**config.mk**
```make
export PLATFORM = sky130hd
export DESIGN_NAME = sqg_pyramid
export DESIGN_NICKNAME = d
export VERILOG_FILES = /design/src/rtl/sqg_pyramid.sv
export SDC_FILE = /design/constraint.sdc
export NUM_CORES = 1
export LEC_CHECK = 0
export ABC_CLOCK_PERIOD_IN_PS = 2600
export CORE_AREA = 5 5 97 99
export DETAILED_ROUTE_END_ITERATION = 10
export DIE_AREA = 0 0 102 104
export PLACE_DENSITY_LB_ADDON = 0.2
export SLEW_MARGIN = 5
export SYNTH_ARGS = -nofsm -noshare
export SYNTH_HDL_FRONTEND = slang
export SYNTH_SLANG_ARGS = --single-unit
```
**constraint.sdc**
```tcl
create_clock -name CLK -period 2.6 [get_ports CLK]
set_clock_uncertainty 0.2 [all_clocks]
set_input_delay 0.39 -clock CLK [delete_from_list [all_inputs] [get_ports CLK]]
set_output_delay 0.39 -clock CLK [all_outputs]
set_load 0.05 [all_outputs]
```
**src/rtl/sqg_pyramid.sv**
```systemverilog
// 2x2 sum-reduction pyramid over a ping-pong banked RAM: each pass sums every quad of the
// source bank into the other bank. Define SQG_SAT_EN to clamp quad sums and raise sat_flag.
module sqg_pyramid #(
    parameter int BOX_IDX  = 3,
    parameter int DATA_LEN = 8,
    parameter int LVL_W    = 3
) (
    input  logic                  CLK,
    input  logic                  RST,
    input  logic                  start,
    input  logic [LVL_W-1:0]      levels,
    input  logic [DATA_LEN-1:0]   x,
    output logic                  rd_en,
    output logic [2*BOX_IDX:0]    rd_addr,
    output logic                  wr_en,
    output logic [2*BOX_IDX:0]    wr_addr,
    output logic [DATA_LEN-1:0]   wr_data,
    output logic                  busy,
    output logic                  done,
    output logic [LVL_W-1:0]      cur_level,
    output logic                  sat_flag
);

    localparam int IW = 2*BOX_IDX;
    localparam logic [LVL_W-1:0] MAX_LVL = LVL_W'(BOX_IDX);
`ifdef SQG_SAT_EN
    localparam logic [DATA_LEN+1:0] MAXV = {2'b00, {DATA_LEN{1'b1}}};
`endif

    typedef enum logic [1:0] {IDLE, READ, DRAIN, DONE} state_t;
    state_t state;

    logic [LVL_W-1:0]    num_lvl, lvl_clamp, lvl_nxt;
    logic [IW-1:0]       idx, idx_nxt, idx_last;
    logic [BOX_IDX-1:0]  rd_orow, rd_ocol, n_orow, n_ocol, n_row, n_col;
    logic                p_vld, p_bank;
    logic [1:0]          p_beat;
    logic [BOX_IDX-1:0]  p_orow, p_ocol;
    logic [DATA_LEN+1:0] acc, sum;
    int                  hb, oi;

    // Next read address: idx = {quad index, beat}, quad index splits into output row/col
    // whose width shrinks by one bit per pass.
    always_comb begin
        lvl_clamp = (levels > MAX_LVL) ? MAX_LVL : levels;
        lvl_nxt   = cur_level + LVL_W'(1);
        idx_nxt   = idx + IW'(1);
        hb        = BOX_IDX - 1 - int'(cur_level);
        oi        = int'(idx_nxt) >> 2;
        n_ocol    = BOX_IDX'(oi & ((1 << hb) - 1));
        n_orow    = BOX_IDX'(oi >> hb);
        n_row     = BOX_IDX'(2*int'(n_orow) + int'(idx_nxt[1]));
        n_col     = BOX_IDX'(2*int'(n_ocol) + int'(idx_nxt[0]));
        idx_last  = IW'((1 << (2*(BOX_IDX - int'(cur_level)))) - 1);
        sum       = ((p_beat == 2'd0) ? '0 : acc) + {2'b00, x};
    end

    always_ff @(posedge CLK) begin
        if (RST) begin
            state     <= IDLE;
            busy      <= 1'b0;
            done      <= 1'b0;
            rd_en     <= 1'b0;
            wr_en     <= 1'b0;
            rd_addr   <= '0;
            wr_addr   <= '0;
            wr_data   <= '0;
            cur_level <= '0;
            sat_flag  <= 1'b0;
            num_lvl   <= '0;
            idx       <= '0;
            rd_orow   <= '0;
            rd_ocol   <= '0;
            p_vld     <= 1'b0;
            p_bank    <= 1'b0;
            p_beat    <= '0;
            p_orow    <= '0;
            p_ocol    <= '0;
            acc       <= '0;
        end else begin
            wr_en  <= 1'b0;
            done   <= 1'b0;
            p_vld  <= rd_en;
            p_beat <= idx[1:0];
            p_orow <= rd_orow;
            p_ocol <= rd_ocol;
            p_bank <= rd_addr[2*BOX_IDX];

            // Data beat: first beat of a quad restarts the sum, fourth beat emits it.
            if (p_vld) begin
                acc <= sum;
                if (p_beat == 2'd3) begin
                    wr_en   <= 1'b1;
                    wr_addr <= {~p_bank, p_orow, p_ocol};
`ifdef SQG_SAT_EN
                    if (sum > MAXV) begin
                        wr_data  <= '1;
                        sat_flag <= 1'b1;
                    end else begin
                        wr_data  <= sum[DATA_LEN-1:0];
                    end
`else
                    wr_data <= sum[DATA_LEN-1:0];
`endif
                end
            end

            case (state)
                IDLE: begin
                    if (start) begin
                        busy      <= 1'b1;
                        sat_flag  <= 1'b0;
                        cur_level <= '0;
                        num_lvl   <= lvl_clamp;
                        idx       <= '0;
                        rd_addr   <= '0;
                        rd_orow   <= '0;
                        rd_ocol   <= '0;
                        if (lvl_clamp == '0) begin
                            state <= DONE;
                            done  <= 1'b1;
                        end else begin
                            state <= READ;
                            rd_en <= 1'b1;
                        end
                    end
                end
                READ: begin
                    if (idx == idx_last) begin
                        rd_en <= 1'b0;
                        state <= DRAIN;
                    end else begin
                        idx     <= idx_nxt;
                        rd_addr <= {cur_level[0], n_row, n_col};
                        rd_orow <= n_orow;
                        rd_ocol <= n_ocol;
                    end
                end
                DRAIN: begin
                    // Only the pass's final write can land while draining.
                    if (wr_en) begin
                        cur_level <= lvl_nxt;
                        idx       <= '0;
                        rd_addr   <= {lvl_nxt[0], {IW{1'b0}}};
                        rd_orow   <= '0;
                        rd_ocol   <= '0;
                        if (lvl_nxt == num_lvl) begin
                            state <= DONE;
                            done  <= 1'b1;
                        end else begin
                            state <= READ;
                            rd_en <= 1'b1;
                        end
                    end
                end
                DONE: begin
                    busy  <= 1'b0;
                    state <= IDLE;
                end
                default: state <= IDLE;
            endcase
        end
    end

endmodule

```
==> results of run 1 <==
-- cell families (layout without fill, tap and decap cells) --
kind of cell | Yosys count | count (layout) | share of synthesized area [%]
adders and majority gates | 16 | 16 | 6.333
and+or+nand+nor | 147 | 147 | 23.08
muxes | 11 | 11 | 3.853
other | 1 | 1 | 0.1144
DFF | 62 | 62 | 37.85
xor gates and xnor gates | 16 | 16 | 4.693
AOI/OAI and AO/OA | 79 | 79 | 18.31
buffers and inverters | 41 | 97 | 5.761
-- registers in the layout, indices dropped and copies added (netlist names), 2 cells and up --
name and count:
rd_addr 5, rd_orow 3, p_ocol 3, p_orow 3
p_beat 2, idx 6, wr_addr 7, rd_ocol 3
cur_level 3, wr_data 8, acc 8, num_lvl 3
state 2
-- placed cells by master (no fill, tap or decap), types with 11 or more instances in the layout --
master	instances
dfxtp_1	57
buf_4	21
o21ai_0	11
inv_1	17
clkdlybuf4s50_1	41
nor2b_1	18
nand3_1	13
nand2_1	44
a21oi_1	17
ha_1	15
nor2_1	29
-- final cells by class --
type                            instances  area, um2
Fill cell                             834       4363
Multi-Input combinational cell        270       1866
Sequential cell                        62       1247
Timing Repair Buffer                   63      573.1
Tap cell                              108      135.1
Clock buffer                           10      127.6
Clock inverter                          6      86.33
Inverter                               18      67.56
-- layer usage --
metal | up-vias | global-route usage (%) | share of wire, %
met5 | - | 0 | 0
met4 | 0 | 4.124 | 1.4
met3 | 12 | 4.359 | 5.3
met2 | 54 | 25.21 | 49
met1 | 1321 | 18.79 | 44
li1 | 1416 | - | -
-- worst paths after layout --
check / depth (start not counted) / end / from / slack [ns]
max: 8 / rd_addr[2] / cur_level[2] / 0.16
min: 2 / wr_data[1] / RST / 0.21
max reg2reg: 8 / rd_addr[2] / cur_level[2] / 0.16
min reg2reg: 1 / wr_addr[6] / p_bank / 0.21
-- stage by stage --
step | hold WS (ns) | cells | TNS (ns) | setup slack [ns] | util, %
after floorplan | 0.1900 | 373 | 0 | 0.02661 | -
after CTS | 0.2065 | 537 | 0 | 0.07714 | 48.33
after detailed placement | 0.2062 | 521 | -0.03263 | -0.02574 | 45.80
after global placement | 0.2003 | 521 | 0 | 0.04819 | 45.80
after global routing | 0.2425 | 537 | 0 | 0.02116 | 48.46
final | 0.2092 | 537 | 0 | 0.1641 | 48.46
-- repair_timing --
item,CTS,global route
hold buffers,0,0
resized for setup,0,5
setup endpoints to repair,0,5
-- critical path, stage by stage (launching register included) --
cell and delay, ns:
dfxtp_2 0.36, nor2_1 0.17, nand2_1 0.08, ha_1 0.23, xnor2_2 0.25, o221a_4 0.25
o2111ai_4 0.21, o21ai_4 0.26, mux2_4 0.32
-- power groups by stage --
| stage | clock network [mW] | logic [mW] | registers (mW) |
|---|---|---|---|
| 2_1_floorplan | 0 | 0.503 | 1.14 |
| 3_3_place_gp | 0 | 0.756 | 1.11 |
| 3_5_place_dp | 0 | 0.757 | 1.11 |
| 4_1_cts | 0.948 | 0.762 | 1.09 |
| 5_1_grt | 0.993 | 0.837 | 1.10 |
| 6_report | 0.927 | 0.766 | 1.09 |
==> run summary, run 1 <==
outcome - finished, final reports clean
Worst setup SP type - flop
first-pass GRT wire length - 12990 um
routed vias/inst - 5.220
crit path kind - reg2reg
final period utilization - 93.69%
Antenna Cells - 0
num ports - 44
Synth top cells by count - dfxtp_1 (62), nand2_1 (44), nor2_1 (29), nor2b_1 (19)
post-CTS setup buffer count - 0
Avg Inst Size Synth - 8.792 um2
via count - 2803
root buffer selected by CTS - clkbuf_8
logic gate share of total power - 27.5%
total chip power - 2.782 mW
DRT antenna net count - 0
clk slew on worst S/H paths - 0.07 ns
Async S/R FF share, synth - 0%
initial DRC count - 110
Worst Path Arrival - 2.47 ns
DR pass1 iterations - 4
fmax - 410.5 MHz
VDD IR max - 0.2661 mV
Area contributors post-synth - dfxtp_1 (38%), ha_1 (5.7%), nand2_1 (5.0%)
Hold Fails Final Rpt - 0
Crit path required time - 2.63 ns
Final Cell Area - 0.004103 mm2
Synth Register Bits - 62
Routability Congestion - 0.8594
total grt overflow - 0
register area share after synthesis - 37.85%
clock latency on the worst-skew pair - 0.34 ns
Clock power frac - 33.3%
sequential share of power - 39.2%
DRC - 0
Sink Count - 62
cell taking the most area after synthesis - dfxtp_1
wire per inst - 14.39 um
clock buffer count from CTS - 9
GRT Resource Usage Total - 15.11%
Sw Share - 33.45%
Cell variety after synth - 67
area fraction of the dominant cell type after synthesis - 37.85%
HP Class - in2reg
layout cells sized above 1 - 14.45%
Synth-to-Final Area Change - 25.10%
Post-synth EDFFs - 0
antenna violations before repair - 0
Syn Inst Count - 373
Pint - 1.852 mW
P_leak - 1.575 nW
cell with the most instances after synthesis - dfxtp_1
dpl hpwl - 5822 um
Slew Viols, Final - 0
pwr dens - 678.2 mW/mm2
# port buffers - 42
final WL - 7727 um
# setup viols final - 0
H-Tree Depth - 3
Vert. Die Dim - 104 um
max cap viols - 0
largest fanout on the critical path - 9
vias in the first global route - 2739
Main synth FF type - dfxtp_1
minimum clock period after layout - 2.436 ns
post-synth net total - 403
Final #Nets - 454
mapped cell area - 0.003279 mm2
placed instance area - 0.003877 mm2
clock buffer depth - 2
Core Area - 0.008466 mm2
Worst-Margin Slew - 0.5356 ns
CTS tree - yes
DIE AREA - 0.01061 mm2
DIE WIDTH - 102 um
largest net degree at the start of global routing - 27
Core Rows - 34
CP Capture Type - flop
Starting Density - 38.74%
Psw - 930.8 uW
relative slew slack - 64.30%
RSZ-0062 raised after global routing - false
warnings from Yosys - 0
Power figures use the tool's default switching activity.
==> inputs of run 2 (changes only) <==
- CAP_MARGIN: default -> 20
- PLACE_DENSITY_LB_ADDON: 0.2 -> default
==> run 2 against run 1 <==
Net effect: die area stayed put; critical path depth is 1 higher; core utilization is 0.84 points lower; flip-flop and latch count stayed put; sequential share of layout area is 0.54 points higher; total power is 7.2% lower; combinational power is 1% lower; worst setup slack worse by 0.051 ns; largest cell class unchanged; design area is 1.7% lower; first-iteration DRC count is 49% higher; highest routed layer unchanged; register-to-register slack worse by 0.05 ns; fmax is 2.1% lower.
==> run summary, run 2 (synthesis results as in run 1) <==
antenna violations before repair - 0 (unchanged)
Vert. Die Dim - 104 um (unchanged)
fmax - 402.1 MHz (-2.1%)
Hold Fails Final Rpt - 0 (unchanged)
Core Rows - 34 (unchanged)
r2r startpoint - cur_level[0]
hold endpoint - wr_addr[1]
Slew Viols, Final - 0 (unchanged)
CP Capture Type - flop
vias in the first global route - 2725 (-0.51%)
FF-to-FF setup slack - 0.11 ns (-0.05 ns)
GRT Resource Usage Total - 15.18% (+0.076 points)
clk slew on worst S/H paths - 0.07 ns (about the same)
layout cells sized above 1 - 13.38% (-1.1 points)
HP Class - in2reg
Worst R2R Path Depth - 9 (+1)
Routability Congestion - 0.8109 (-5.6%)
initial DRC count - 164 (+49%)
max cap viols - 0 (unchanged)
Antenna Cells - 0 (unchanged)
FF-to-FF End - idx[3]
Worst setup SP type - flop
Crit path required time - 2.67 ns (+0.04 ns)
clock latency on the worst-skew pair - 0.33 ns (about the same)
dpl cells - 518 (-0.58%)
outcome - finished, final reports clean
largest fanout on the critical path - 6 (-3)
final WL - 7811 um (+1.1%)
pwr dens - 640.7 mW/mm2 (-5.5%)
VDD IR max - 0.2783 mV (+4.6%)
worst hold start - RST
final cell count without fillers - 534 (-0.56%)
clock buffer depth - 2 (unchanged)
H-Tree Depth - 3 (unchanged)
total grt overflow - 0 (unchanged)
DRT antenna net count - 0 (unchanged)
root buffer selected by CTS - clkbuf_8
clock buffer count from CTS - 9 (unchanged)
RSZ-0062 raised after global routing - false
first-pass GRT wire length - 13100 um (+0.91%)
hold depth - 2 (unchanged)
commonest non-fill, non-tap cell in the layout - dfxtp_1
P_leak - 1.539 nW (-2.2%)
total chip power - 2.583 mW (-7.2%)
# setup viols final - 0 (unchanged)
DR pass1 iterations - 5 (+1)
Largest regs - acc (8), wr_data (8), wr_addr (7)
minimum clock period after layout - 2.487 ns (+0.05107 ns)
CTS tree - yes
Final #Nets - 451 (-0.66%)
Worst-Margin Slew - 0.5529 ns (+0.01733 ns)
DRC - 0 (unchanged)
final core utilization - 47.62% (-0.84 points)
crit path kind - reg2reg
Core Area - 0.008466 mm2 (unchanged)
wire per inst - 14.63 um (+1.7%)
routed vias/inst - 5.200 (-0.37%)
largest net degree at the start of global routing - 19 (-30%)
final period utilization - 95.65% (+2.0 points)
Worst Path Arrival - 2.56 ns (+0.09 ns)
relative slew slack - 63.14% (-1.2 points)
via count - 2777 (-0.93%)
DIE WIDTH - 102 um (unchanged)
dpl hpwl - 5941 um (+2.0%)
Synth-to-Final Area Change - 22.93%
num ports - 44 (unchanged)
hold buffers post-CTS - 0 (unchanged)
Sink Count - 62 (unchanged)
Starting Density - 38.74% (unchanged)
# port buffers - 42 (unchanged)
most frequent cells in the layout - dfxtp_1 (57), nand2_1 (44), clkdlybuf4s50_1 (41), nor2_1 (29), nor2b_1 (19)
DIE AREA - 0.01061 mm2 (unchanged)
[run 2: what timing repair did]
action	4_1_cts	5_1_grt
resized for setup	0	4
setup buffers	0	0
endpoints found under the setup margin	0	4
[run 2: area by class of cell]
cell class | count | area (um2)
inverter | 18 | 67.56
multi-input combinational | 270 | 1863
fill | 823 | 4434
clock buffer | 12 | 145.1
sequential | 62 | 1247
clock inverter | 4 | 22.52
timing repair buffer | 60 | 550.5
tap | 108 | 135.1
[run 2: how the worst max path moves through the flow]
stage / from / endpoint / slack (ns) / cells after the start
floorplan: cur_level[2] / rd_addr[2] / 0.03 / 8
global placement: x[0] / acc[6] / 0.06 / 9
detailed placement: x[0] / acc[6] / -0.04 / 9
CTS: p_beat[1] / acc[6] / 0.05 / 11
global route: p_beat[1] / wr_data[6] / 0.02 / 11
finish: cur_level[0] / idx[3] / 0.11 / 9
[run 2: metrics by stage]
stage	cell area [um2]	setup TNS, ns	hold WS, ns	worst slack (ns)
2_1_floorplan	3291	0	0.1900	0.02661
4_1_cts	4023	0	0.1759	0.05166
6_report	4031	0	0.1952	0.1130
5_1_grt	4031	0	0.2041	0.02322
3_5_place_dp	3855	-0.06737	0.2127	-0.04376
3_3_place_gp	3855	0	0.1930	0.06397
[run 2: critical path, cell delays in order (launching register included)]
cell and delay [ns]:
dfxtp_2 0.34, nor2_1 0.17, nand2_1 0.08, ha_1 0.23, xnor2_2 0.18, o221a_4 0.15
o2111a_2 0.33, buf_4 0.17, or4b_1 0.47, nand3_1 0.10
[run 2: metal layers]
layer	global-route usage, %	up-vias	share of wire [%]
met3	4.225	2	4.4
met5	0	-	0
li1	-	1407	-
met2	24.84	61	48
met1	19.84	1307	48
met4	3.187	0	0.29
[run 2: where the power goes]
group | internal [mW] | switching (mW) | leakage [nW]
combinational | 0.282 | 0.476 | 0.949
clock | 0.368 | 0.361 | 0.0861
sequential | 1.02 | 0.0725 | 0.505
total | 1.67 | 0.910 | 1.54
